===== config.mk =====
export PLATFORM = sky130hd
export DESIGN_NAME = elevator_call_dispatcher
export DESIGN_NICKNAME = d
export VERILOG_FILES = /design/src/rtl/elevator_pkg.sv /design/src/rtl/elevator_call_picker.sv /design/src/rtl/elevator_call_dispatcher.sv
export SDC_FILE = /design/constraint.sdc
export NUM_CORES = 1
export LEC_CHECK = 0
export ABC_CLOCK_PERIOD_IN_PS = 2100
export BUFFER_PORTS_ARGS = -buffer_cell sky130_fd_sc_hd__clkbuf_2
export CAP_MARGIN = 20
export CORE_MARGIN = 3
export CORE_UTILIZATION = 52
export CTS_CLUSTER_SIZE = 10
export DETAILED_ROUTE_END_ITERATION = 6
export PLACE_DENSITY = 0.85
export SLEW_MARGIN = 20
export SYNTH_ARGS = -nofsm -noshare
export SYNTH_HDL_FRONTEND = slang
export SYNTH_SLANG_ARGS = --single-unit

===== constraint.sdc =====
create_clock -name clock -period 2.1 [get_ports clock]
set_clock_uncertainty 0.1 [all_clocks]
set_input_delay 0.42 -clock clock [delete_from_list [all_inputs] [get_ports clock]]
set_output_delay 0.42 -clock clock [all_outputs]
set_load 0.03 [all_outputs]

===== src/rtl/elevator_pkg.sv =====
`default_nettype none
// ============================================================================
// Package : elevator_pkg
// Brief   : Shared floor constants and dispatcher state encoding.
// Rev     : 1.0
// ============================================================================
package elevator_pkg;

    localparam int NUM_FLOORS = 4;
    localparam int FLOOR_W    = 2;

    typedef enum logic [1:0] {
        IDLE  = 2'd0,
        MOVE  = 2'd1,
        DWELL = 2'd2
    } state_t;

endpackage
`default_nettype wire


===== src/rtl/elevator_call_picker.sv =====
`default_nettype none
// ============================================================================
// Module : elevator_call_picker
// Brief  : Combinational SCAN search: nearest pending floor in the current
//          direction (current floor included), else reverse direction.
// Rev    : 1.0
// ============================================================================
module elevator_call_picker
    import elevator_pkg::*;
#(
    parameter int NUM_FLOORS = elevator_pkg::NUM_FLOORS,
    parameter int FLOOR_W    = elevator_pkg::FLOOR_W
) (
    input  logic [NUM_FLOORS-1:0] pending,
    input  logic [FLOOR_W-1:0]    floor,
    input  logic                  dir_up,
    output logic                  found,
    output logic [FLOOR_W-1:0]    sel_floor,
    output logic                  new_dir_up
);

    logic                up_hit;
    logic                dn_hit;
    logic [FLOOR_W-1:0]  up_sel;
    logic [FLOOR_W-1:0]  dn_sel;

    // Descending sweep leaves the lowest hit at/above floor; ascending sweep
    // leaves the highest hit at/below floor, i.e. the nearest in each direction.
    always_comb begin
        up_hit = 1'b0;
        up_sel = '0;
        dn_hit = 1'b0;
        dn_sel = '0;
        for (int i = NUM_FLOORS - 1; i >= 0; i--) begin
            if (pending[i] && (FLOOR_W'(i) >= floor)) begin
                up_hit = 1'b1;
                up_sel = FLOOR_W'(i);
            end
        end
        for (int i = 0; i < NUM_FLOORS; i++) begin
            if (pending[i] && (FLOOR_W'(i) <= floor)) begin
                dn_hit = 1'b1;
                dn_sel = FLOOR_W'(i);
            end
        end
    end

    always_comb begin
        found      = up_hit | dn_hit;
        sel_floor  = '0;
        new_dir_up = dir_up;
        if (dir_up) begin
            if (up_hit) begin
                sel_floor = up_sel;
            end else if (dn_hit) begin
                sel_floor  = dn_sel;
                new_dir_up = 1'b0;
            end
        end else begin
            if (dn_hit) begin
                sel_floor = dn_sel;
            end else if (up_hit) begin
                sel_floor  = up_sel;
                new_dir_up = 1'b1;
            end
        end
    end

endmodule
`default_nettype wire


===== src/rtl/elevator_call_dispatcher.sv =====
`default_nettype none
// ============================================================================
// Module : elevator_call_dispatcher
// Brief  : Latches hall calls, issues SCAN-ordered floor requests, waits for
//          arrival plus a dwell time, then retires and counts each call.
// Rev    : 1.0
// ============================================================================
module elevator_call_dispatcher
    import elevator_pkg::*;
#(
    parameter int NUM_FLOORS   = elevator_pkg::NUM_FLOORS,
    parameter int FLOOR_W      = elevator_pkg::FLOOR_W,
    parameter int DWELL_CYCLES = 3,
    parameter int CNT_W        = 4
) (
    input  logic                  clock,
    input  logic                  reset,
    input  logic [NUM_FLOORS-1:0] call_btn,
    input  logic [FLOOR_W-1:0]    floor,
    input  logic                  stop,
    output logic [FLOOR_W-1:0]    target_floor,
    output logic                  req_valid,
    output logic [NUM_FLOORS-1:0] pending,
    output logic                  dir_up,
    output logic                  busy,
    output logic [CNT_W-1:0]      served_count
);

    localparam int DW_W = (DWELL_CYCLES > 1) ? $clog2(DWELL_CYCLES) : 1;

    state_t                state_q,   state_d;
    logic [FLOOR_W-1:0]    target_q,  target_d;
    logic                  req_q,     req_d;
    logic [NUM_FLOORS-1:0] pending_q, pending_d;
    logic                  dir_up_q,  dir_up_d;
    logic [CNT_W-1:0]      served_q,  served_d;
    logic [DW_W-1:0]       dwell_q,   dwell_d;

    logic                  pick_found;
    logic [FLOOR_W-1:0]    pick_floor;
    logic                  pick_dir_up;

    elevator_call_picker #(
        .NUM_FLOORS (NUM_FLOORS),
        .FLOOR_W    (FLOOR_W)
    ) u_picker (
        .pending    (pending_q),
        .floor      (floor),
        .dir_up     (dir_up_q),
        .found      (pick_found),
        .sel_floor  (pick_floor),
        .new_dir_up (pick_dir_up)
    );

    always_ff @(posedge clock or posedge reset) begin
        if (reset) begin
            state_q   <= IDLE;
            target_q  <= '0;
            req_q     <= 1'b0;
            pending_q <= '0;
            dir_up_q  <= 1'b1;
            served_q  <= '0;
            dwell_q   <= '0;
        end else begin
            state_q   <= state_d;
            target_q  <= target_d;
            req_q     <= req_d;
            pending_q <= pending_d;
            dir_up_q  <= dir_up_d;
            served_q  <= served_d;
            dwell_q   <= dwell_d;
        end
    end

    always_comb begin
        state_d   = state_q;
        target_d  = target_q;
        req_d     = req_q;
        pending_d = pending_q | call_btn;
        dir_up_d  = dir_up_q;
        served_d  = served_q;
        dwell_d   = dwell_q;
        case (state_q)
            IDLE: begin
                if (pick_found) begin
                    target_d = pick_floor;
                    dir_up_d = pick_dir_up;
                    req_d    = 1'b1;
                    state_d  = MOVE;
                end
            end
            MOVE: begin
                if ((floor == target_q) && !stop) begin
                    dwell_d = DW_W'(DWELL_CYCLES - 1);
                    state_d = DWELL;
                end
            end
            DWELL: begin
                if (!stop) begin
                    if (dwell_q != '0) begin
                        dwell_d = dwell_q - DW_W'(1);
                    end else begin
                        // Applied after the OR so a same-cycle press of this floor is dropped.
                        pending_d[target_q] = 1'b0;
                        served_d            = served_q + CNT_W'(1);
                        req_d               = 1'b0;
                        state_d             = IDLE;
                    end
                end
            end
            default: state_d = IDLE;
        endcase
    end

    assign target_floor = target_q;
    assign req_valid    = req_q;
    assign pending      = pending_q;
    assign dir_up       = dir_up_q;
    assign busy         = (state_q != IDLE);
    assign served_count = served_q;

endmodule
`default_nettype wire


==> results.md <==
* Pre-antenna DRT Iters at 4
* Worst skew pair latency at 280 ps
* Synthesized flop and latch total at 16
* CP bufs+invs at 1
* First-pass GRT wire length at 3220 um
* Seq/Total Area, Yosys at 41.6%
* Required time of the critical path at 1580 ps
* CP max-delay cell: dfrtp_1
* Max transition margin at 60.7%
* CP Cell Sequence: or2_4 > clkbuf_2
* N_diodes at 0
* RR Startpoint: dwell_q[0]$_DFFE_PP0P_
* DRC Markers at 0
* R2r setup slk at 470 ps
* Commonest cells in the netlist: 15 x dfrtp_1, 9 x nand2_1, 9 x nor2_1, 8 x nand2b_1
* Hold WS at 68.6 ps
* Synth top area share at 38.9%
* Ys async rst share at 100%
* Overall Global Routing Usage at 16.7%
* Status: complete, no violations
* Synth unique cells at 36
* Final setup viols at 0
* Vias per cell at 5.39
* Hold Vio Cnt, Final at 0
* DRC marker count from the first detailed-route iteration at 12
* Delay-heaviest family, CP: flip-flops
* Vias after detailed routing at 797
* Place WS at 480 ps
* Setup TNS at 0 ps
* Final critical-path share of the clock period at 84.1%
* Multi-input gate area at 510 sq um
* Die W at 49.1 um
* Sequential cell area at 402 sq um
* HPWL Detailed at 1420 um
* Post-CTS Hold Buffers at 0
* Setup crit start kind: register
* Main synth FF type: dfrtp_1
* Die height at 49.1 um
* Synth Area in Adders at 2.59%
* Clock Pin Slew Worst Setup and Hold Paths at 90 ps
* Routability cong. at 0.828
* DRT antenna net count at 0
* Synth-to-layout area growth at 13.9%
* CTS Buffer Depth at 2
* Critical path peak fanout at 8
* Vias in the first global route at 729
* Resized cells post-CTS at 0
* Post-synthesis mux area share at 2.20%
* Top cell type by total area after synthesis: dfrtp_1
* Crit Path Class: register to primary output
* Syn nets at 113
* Initial Utilization at 59.3%
* Synth top area cells: dfrtp_1 39%, nand2b_1 5.2%, nand2_1 3.5%
* Cell Rows at 14
* Largest net degree at the start of global routing at 17
* Gr ovfl total at 0
* I/O pin cnt at 22
* Top-count cell post-synth: dfrtp_1
* Synth Warn # at 0
* Layout Nets at 136
* Synth Area in XOR/XNOR at 5.44%
* CTS sink count at 16
* Post-synthesis compound-gate area fraction at 18.3%
* CTS tree: done
* Minimum clock period at 1770 ps
* Core Area at 0.00163 sq mm
* Total wire length at 1860 um
* Die area at 0.00241 sq mm
* Post-CTS Setup Repair Bufs at 0
* Post-synth EDFFs at 0
* Leakage at 0.506 nW
* Pins over their slew limit at 0
* Antenna violations before repair at 0
* Fillers at 134
* WL per Instance at 12.6 um
* Final core occ at 67.5%
* Hold Crit Class: input pin to asynchronous set/reset pin
* Clock Root Buffer: clkbuf_4
* Ratio of cells with drive above 1 in the final layout at 28.2%
* Gate Count Post-Synth at 102
* Max-cap viol count at 0
* RSZ-0062 raised after global routing: false
* Critical path capture point type: primary output
* PD cells at 918 mW/mm^2
* Slew of the pin with the lowest slew margin at 589 ps
* Fmax at 566 MHz
* Input/output buffers at 21
* Worst Setup SP: state_q[0]$_DFFE_PP0P_
* Post-Syn Area at 966 sq um
* Worst setup margin at 333 ps
* Max VDD drop at 650 uV
* Largest family of logic cells by synthesized area: simple AND/OR/NAND/NOR gates
* Worst EP arrival at 1250 ps
* Final Power at 1.01 mW
* H-tree levels at 1
* Num CTS Buffers at 3
* Avg Synthesized Cell Area at 9.47 sq um
* Max incr delay on CP at 490 ps
* Simple-gate portion of the synthesized area at 24.4%
[metrics by stage]
| stage | area, sq um | std cells |
|---|---|---|
| 2_1_floorplan | 966 | 102 |
| 3_3_place_gp | 1070 | 144 |
| 3_5_place_dp | 1070 | 144 |
| 4_1_cts | 1100 | 148 |
| 5_1_grt | 1100 | 148 |
| 6_report | 1100 | 148 |
[layout by cell type, fill, tap and decap left out, types with 2 or more instances in the layout]
cell type	netlist	final
nor2_1	9	9
inv_1	6	6
clkbuf_4	0	3
and3_1	2	2
o21ai_0	5	5
o22a_1	3	3
nand2_1	9	9
a31oi_1	3	3
nand2b_1	8	8
a21oi_1	6	6
xor2_1	3	3
xnor2_1	3	3
or2_4	2	2
clkbuf_2	0	21
ha_1	2	2
dfrtp_1	15	15
a2bb2oi_1	2	2
nor2b_1	3	3
[kinds of logic after synthesis]
family          after synthesis
flops                        16
buf+inv                      10
xor+xnor                      6
mux                           2
compound gates               25
fa+ha+maj                     2
simple gates                 41
[registers in the layout, indices dropped and copies added (netlist names)]
name	cells
dir_up	1
dwell_q	2
pending	4
req_valid	1
served_count	4
state_q	2
target_floor	2
[worst paths after layout]
kind                                                to  cells past startpoint
max                                               busy                      2
min                        served_count[2]$_DFFE_PP0P_                      2
max reg2reg                served_count[1]$_DFFE_PP0P_                      5
min reg2reg                served_count[3]$_DFFE_PP0P_                      1
max in group asynchronous         pending[3]$_DFF_PP0_                      2
min in group clock                pending[3]$_DFF_PP0_                      2
[worst register-to-register path: stages, from the launching register on]
cell and delay [ps]:
dfrtp_1 410, inv_1 70, ha_1 170, nand2b_1 120, nor3_4 280, mux2_2 370
[final cells by class]
class | instances | share of cell area (%)
Tap cell | 24 | 2.73
Clock buffer | 4 | 2.39
Sequential cell | 16 | 36.5
Multi-Input combinational cell | 76 | 46.4
Timing Repair Buffer | 21 | 9.56
Inverter | 7 | 2.39
[per-layer routing]
layer	GRT usage, %	vias up	share of wire, %
li1	-	397	-
met1	23.5	384	49
met2	25.2	14	47
met3	2.14	2	3.6
met4	8.06	0	0.64
met5	0	-	0
[power breakdown]
group          leakage (nW)  total (mW)  switching (mW)  internal (mW)
Clock                0.0150       0.169          0.0956         0.0738
Combinational         0.310       0.387           0.237          0.150
Sequential            0.181       0.453          0.0849          0.368
Total                 0.506        1.01           0.417          0.592
No activity file was read; power rests on OpenSTA's default activity.
